[src/rtl/fmul_pkg.sv]
// Shared constants and types for the fmul request scheduler.
package fmul_pkg;

   localparam int FMUL_LAT = 5;

   typedef enum logic [1:0] {
      IDLE  = 2'd0,
      ISSUE = 2'd1,
      WAIT  = 2'd2,
      DONE  = 2'd3
   } state_t;

   typedef logic [31:0] float32_t;

endpackage

[src/rtl/fmul_sched_rr_arbiter.sv]
// Combinational round-robin pick: first requester at or after ptr, wrapping.
module rr_arbiter #(
   parameter int NREQ = 4,
   parameter int IDXW = $clog2(NREQ)
) (
   input  logic [NREQ-1:0] req,
   input  logic [IDXW-1:0] ptr,
   output logic [NREQ-1:0] grant,
   output logic [IDXW-1:0] idx,
   output logic            any
);

   logic [IDXW:0]   sum;
   logic [IDXW-1:0] pos;

   always_comb begin
      grant = '0;
      idx   = '0;
      any   = 1'b0;
      sum   = '0;
      pos   = '0;
      // Walk offsets from farthest to nearest so the nearest valid one wins.
      for (int i = NREQ - 1; i >= 0; i--) begin
         sum = {1'b0, ptr} + (IDXW + 1)'(i);
         if (sum >= (IDXW + 1)'(NREQ))
            sum = sum - (IDXW + 1)'(NREQ);
         pos = sum[IDXW-1:0];
         if (req[pos]) begin
            grant      = '0;
            grant[pos] = 1'b1;
            idx        = pos;
            any        = 1'b1;
         end
      end
   end

endmodule

[src/rtl/fmul_sched.sv]
// Round-robin front end for a single iterative fmul: holds operands,
// times the fixed latency and returns the tagged result on a valid/ready port.
module fmul_sched
   import fmul_pkg::*;
#(
   parameter int NREQ     = 4,
   parameter int TAGW     = 2,
   parameter int FMUL_LAT = fmul_pkg::FMUL_LAT
) (
   input  logic               clk,
   input  logic               reset,
   input  logic [NREQ-1:0]    req_valid,
   output logic [NREQ-1:0]    req_ready,
   input  logic [NREQ*32-1:0] req_x,
   input  logic [NREQ*32-1:0] req_y,
   output logic               rsp_valid,
   input  logic               rsp_ready,
   output logic [TAGW-1:0]    rsp_tag,
   output float32_t           rsp_data,
   output logic               fmul_req,
   output float32_t           fmul_x,
   output float32_t           fmul_y,
   input  float32_t           fmul_rslt,
   output logic               busy
);

   localparam int IDXW = $clog2(NREQ);
   localparam int CNTW = $clog2(FMUL_LAT + 1);

   state_t            state, state_next;
   logic [IDXW-1:0]   rr_ptr;
   logic [CNTW-1:0]   cnt;
   logic [NREQ-1:0]   grant;
   logic [IDXW-1:0]   grant_idx;
   logic              grant_any;
   logic              handshake;

   rr_arbiter #(.NREQ(NREQ), .IDXW(IDXW)) u_arb (
      .req   (req_valid),
      .ptr   (rr_ptr),
      .grant (grant),
      .idx   (grant_idx),
      .any   (grant_any)
   );

   always_comb begin
      state_next = state;
      req_ready  = '0;
      handshake  = 1'b0;
      case (state)
         IDLE: begin
            req_ready = grant;
            handshake = grant_any;
            if (grant_any)
               state_next = ISSUE;
         end
         ISSUE: state_next = WAIT;
         WAIT: begin
            if (cnt == '0)
               state_next = DONE;
         end
         DONE: begin
            if (rsp_ready)
               state_next = IDLE;
         end
         default: state_next = IDLE;
      endcase
   end

   assign busy = (state != IDLE);

   always_ff @(posedge clk or posedge reset) begin
      if (reset) begin
         state     <= IDLE;
         rr_ptr    <= '0;
         fmul_req  <= 1'b0;
         rsp_valid <= 1'b0;
         rsp_tag   <= '0;
         rsp_data  <= '0;
         fmul_x    <= '0;
         fmul_y    <= '0;
         cnt       <= '0;
      end else begin
         state    <= state_next;
         fmul_req <= handshake;
         // Operands are captured only here, so fmul sees them stable for the whole op.
         if (handshake) begin
            fmul_x  <= req_x[32*grant_idx +: 32];
            fmul_y  <= req_y[32*grant_idx +: 32];
            rsp_tag <= TAGW'(grant_idx);
            rr_ptr  <= (grant_idx == IDXW'(NREQ - 1)) ? '0 : grant_idx + 1'b1;
         end
         if (state == ISSUE)
            cnt <= CNTW'(FMUL_LAT);
         else if (state == WAIT && cnt != '0)
            cnt <= cnt - 1'b1;
         if (state == WAIT && cnt == '0) begin
            rsp_data  <= fmul_rslt;
            rsp_valid <= 1'b1;
         end
         if (state == DONE && rsp_ready)
            rsp_valid <= 1'b0;
      end
   end

endmodule

[config.mk]
export PLATFORM = sky130hd
export DESIGN_NAME = fmul_sched
export DESIGN_NICKNAME = d
export VERILOG_FILES = /design/src/rtl/fmul_pkg.sv /design/src/rtl/fmul_sched_rr_arbiter.sv /design/src/rtl/fmul_sched.sv
export SDC_FILE = /design/constraint.sdc
export NUM_CORES = 1
export LEC_CHECK = 0
export ABC_CLOCK_PERIOD_IN_PS = 6400
export CAP_MARGIN = 30
export CELL_PAD_IN_SITES_DETAIL_PLACEMENT = 1
export CELL_PAD_IN_SITES_GLOBAL_PLACEMENT = 2
export CORE_MARGIN = 2
export CORE_UTILIZATION = 28
export CTS_BUF_LIST = sky130_fd_sc_hd__clkbuf_2
export CTS_CLUSTER_SIZE = 14
export DETAILED_ROUTE_END_ITERATION = 7
export GPL_ROUTABILITY_DRIVEN = 0
export HOLD_SLACK_MARGIN = 0.06
export PLACE_DENSITY = 0.91
export SLEW_MARGIN = 40
export SYNTH_ARGS = -nofsm -noshare
export SYNTH_HDL_FRONTEND = slang
export SYNTH_SLANG_ARGS = --single-unit
[constraint.sdc]
create_clock -name clk -period 6.4 [get_ports clk]
set_input_delay 1.92 -clock clk [delete_from_list [all_inputs] [get_ports clk]]
set_output_delay 1.92 -clock clk [all_outputs]
set_load 0.005 [all_outputs]
== Yosys cells after proc, flatten, opt, wreduce, memory -nomap -nowiden ==
Index checks and enable logic that the tools add are counted.

* Register bits after elaboration: 107

* Muxes and demuxes: 43
* Reductions and logical operators: 14
* Equal/unequal tests: 7
* Order comparisons: 12
* Add/sub/neg operators: 9
* Shifts and indexed selects: 2

{| class="wikitable"
|+ Operator list
! cell !! count
|-
| 128-bit by 8-bit variable part select with 32-bit output || 2
|-
| 2-bit two-way mux || 12
|-
| 4-bit two-way mux || 5
|-
| 1-bit two-way mux || 15
|-
| 2-bit by 3-bit less-than comparator with 1-bit output, second input constant || 4
|-
| 3-bit >= comparator, second input constant || 3
|-
| 1-bit binary-select mux with 2-bit select || 4
|-
| 1-bit demux with 2-bit select || 4
|-
| 2-bit by 1-bit >= comparator with 1-bit output, second input constant || 4
|-
| 2-bit case mux with 4 select lines || 1
|-
| 2-bit by 1-bit subtractor with 2-bit output, second input constant || 4
|-
| 1-bit logical AND || 7
|-
| 2-bit by 2-bit adder with 3-bit output, second input constant || 2
|-
| 2-bit equality test, second input constant || 3
|-
| 3-bit two-way mux || 2
|-
| 2-bit inequality test, second input constant || 3
|-
| 2-bit nonzero test || 3
|-
| 2-bit by 1-bit adder with 3-bit output, second input constant || 1
|-
| 2-bit by 3-bit >= comparator with 1-bit output, second input constant || 1
|-
| 3-bit zero test || 1
|-
| 3-bit AND reduction || 1
|-
| 3-bit nonzero test || 1
|-
| 3-bit by 1-bit subtractor with 3-bit output, second input constant || 1
|-
| 2-bit by 1-bit adder with 2-bit output, second input constant || 1
|-
| other kinds (2) || 2
|}

== Depth between registers and ports, before layout ==
* Word-level depth: 12
* Mapped depth: 13
* Gate-level depth less buffers: 9

== Hierarchy ==
Synthesis repeated with hierarchy kept, for this count alone.

* Cells, all modules: 564
* Area, all modules: 6670.1 um2

{| class="wikitable"
|+ Modules (own cells, without submodules)
! module !! cells each !! area an instance (um2) !! times used
|-
| fmul_sched || 479 || 5987.0 || 1
|-
| rr_arbiter || 85 || 683.2 || 1
|}

== Worst setup path before layout ==
OpenSTA, ideal clock, no wires.

* Kind: input port to output port
* From: in req_valid[0]
* To: out req_ready[0]
* Buffers on the path: 1
* Required time: 4.480 ns
* Slack: 1.434 ns
* Data arrival time: 3.046 ns
* Stages: 5
* Cell sequence: buf_2 > mux4_2 > nor2b_1 > a22oi_1 > a21oi_1

* Word-level cells in the longest chain between the ends: 7
* Elaborated cells on any way between the ends: 13
* Those cells by class: mux: 13

{| class="wikitable"
|+ RTL lines
! what !! RTL line !! text
|-
| start: declaration || fmul_sched.sv:12 || <nowiki>input logic [NREQ-1:0] req_valid,</nowiki>
|-
| 1-bit binary-select mux with 2-bit select || fmul_sched_rr_arbiter.sv:28 || <nowiki>if (req[pos]) begin</nowiki>
|-
| 1-bit two-way mux (not written as such) || fmul_sched_rr_arbiter.sv:28 ||
|-
| 4-bit two-way mux (3 in a row) || fmul_sched_rr_arbiter.sv:28 ||
|-
| 4-bit two-way mux (*) || fmul_sched_rr_arbiter.sv:28 ||
|-
| 4-bit two-way mux (*) || fmul_sched.sv:50 || <nowiki>case (state)</nowiki>
|-
| end: declaration || fmul_sched.sv:13 || <nowiki>output logic [NREQ-1:0] req_ready,</nowiki>
|}

Every way passes the cells marked *; elsewhere a longest branch is shown, timed or not. The select of a mux whose other input is x is not followed.

== Worst setup path after layout ==
* From: in req_valid[2]
* To: out req_ready[3]

The elaborated chain is that of the path after synthesis.

==> flow_summary.toml <==
[timing]
tightest_slew_ps = 792.4
max-slew-margin-rel_pct = 47.17
final-max-slew-violation-count = 0
min_period_over_period_pct = 96.34
finalCriticalPeriod_ps = 6166
fin_tns_setup_ps = 0
max_freq_ghz = 0.1622
final.setup.worst_slack_ps = 234.3
setup_viol_count_final = 0
rsz0062_at_grt = "no"
hold_violations = 0
skew_ps = 40.40

[die]
core_area_um2 = 35660
fp-row-count = 69
start_util_pct = 28.56
num_io_pins = 400
fp.dieH_um = 194.7
dieArea_um2 = 37910
die_w_um = 194.7

[synthesis]
yosysSeqAreaShare_pct = 26.30
synthFlopType = "dfrtp_1"
synth_top_cells_by_count = "a211oi_1, inv_1, a21boi_0, a32o_1, dfrtp_1"
yosysMostFrequentCell = "a211oi_1"
ys_types = 41
synthArstFlopShare_pct = 100.0
syn_inst = 1170
synthTopCellsByArea = "dfrtp_1, a211oi_1, a32o_1"
syn_avg_cell_area_um2 = 8.703
post-synth-top-area-cell = "dfrtp_1"
synth_fp_nets = 1481
netlist_area_um2 = 10180
yosys_register_bits = 107
yosys_warnings = 0
synth_edf_count = 0
synth_top_area_share_pct = 26.30

[critical_path]
required_ps = 4480
cp_cell_sequence = "clkdlybuf4s50_1, mux4_2, nor2b_1, a22oi_1, a21oi_1, clkdlybuf4s50_1"
cp_common_cell = "clkdlybuf4s50_1"
timing.critical_path.buf_inv = 2
critPathMaxStageDelay_ps = 630
path_class = "input pin to output port"
cp-start-kind = "input pin"
critPathSlowestCell = "clkdlybuf4s50_1"
arrival_ps = 4250
path_max_fanout = 11
cpLargestDelayFamily = "buffers and inverters"
cp-end-kind = "output port"

[global_route]
antenna_found_initial = 10
grt_max_degree = 133
met3_usage_pct = 3.974
grt_use_total_pct = 22.20
use_met2_pct = 37.97
top_usage_layer = "met2"
gr-usage-met1_pct = 28.36
first_global_vias = 11410
overflow = 0
grt_first_pass_wirelength_mm = 67.21

[finish]
final_area_um2 = 14490
drive_gt1_share_pct = 7.782
final_net_count = 1758
area_growth_pct = 42.31
fill_cells = 4129

[clock_tree]
clk_latency_ps = 760
cts_root_buf = "clkbuf_2"
clk_pin_slew_ps = 380
cts_buffers = 9
cts_max_level = 3
hold_buffers = 0
clkSinkCount = 107
clk_path_buf_depth = 2
cts_resized = 0
post-cts-setup-buffer-count = 0
cts_tree = "done"

[drt]
vias = 11240
ant_nets = 0
wl_per_cell_um = 22.64
avgViaCountPerCell = 5.852
wirelength_mm = 43.49
drc_errors = 0
drt_iter0_drc = 643
drtPass1Iterations = 6

[placement]
io_buffers = 399
placed_area_um2 = 14310
post-place-ws_ps = 234.6
post-dp-hpwl_mm = 29.62

[pwr]
p_leak_nw = 5.459
p_total_mw = 6.333
power.density_nw_per_um2 = 437.1
ir_drop_mv = 0.3213

[hold_path]
hold_class = "register to register"

[status]
status = "finished, final reports clean"

[flow_run]
drv_cap = 0
-- flip-flops by register name, summed over array words and instances (netlist names) --
signal,count
fmul_req,1
rr_ptr,2
state,2
rsp_tag,2
cnt,3
fmul_x,32
rsp_data,32
fmul_y,32
rsp_valid,1
-- per-layer routing --
metal	part of all wire (%)	vias up
met5	0.023	-
met4	1.6	2
met3	5.5	38
met2	50	320
met1	43	5740
li1	-	5141
-- power breakdown --
group	switching, mW	internal (mW)
registers	0.217	1.03
logic	2.66	2.04
clock network	0.315	0.0707
total	3.19	3.14
-- worst paths after layout --
kind | end | slack, ps | cells past startpoint | from
worst max-delay path | req_ready[3] | 230 | 6 | req_valid[2]
worst min-delay path | rsp_tag[0] | 530 | 2 | rsp_tag[0]
worst max register to register | fmul_y[11] | 2710 | 7 | rr_ptr[0]
worst min register to register | rsp_tag[0] | 530 | 2 | rsp_tag[0]
max in group asynchronous | fmul_y[9] | 3920 | 3 | reset
min in group asynchronous | rsp_data[17] | 1440 | 2 | reset
-- tightest hold or removal path, delay by kind of cell (launching register included) --
family / cells / cell delay, ps
flops: 1 / 470
simple gates: 2 / 110
-- cell type report --
type	count	area, um^2	share of cell area (%)
clock buffer	9	45.04	0.3109
multi-input combinational	764	6242	43.08
clock inverter	7	87.58	0.6044
timing repair buffer	424	4305	29.71
tap	461	576.8	3.981
sequential	107	2681	18.50
antenna	8	20.02	0.1382
inverter	141	531.8	3.670
-- cells in the final DEF, fill, tap and decap left out, drive strengths merged, types with 16 or more instances in the layout --
master	count
inv	144
mux2	34
o221ai	64
a21boi	129
nand2	74
buf	25
a211oi	257
a32o	128
clkdlybuf4s50	399
ha	16
dfrtp	107
-- cells by family after synthesis --
family / count (synthesis) / share of synthesized area (%)
flops: 107 / 26.30
fa+ha+maj: 16 / 1.966
simple gates: 96 / 3.957
compound gates: 611 / 49.93
buf+inv: 299 / 12.93
mux: 40 / 4.842
xor+xnor: 1 / 0.08603
-- metrics by stage --
step	hold slack [ps]	cells	utilization, %
floorplan	470.6	1170	-
CTS	531.1	1912	40.50
global placement	462.2	1894	40.00
detailed placement	469.0	1896	40.13
finish	532.5	1921	40.64
global route	557.3	1920	40.63
Power figures use the tool's default switching activity.
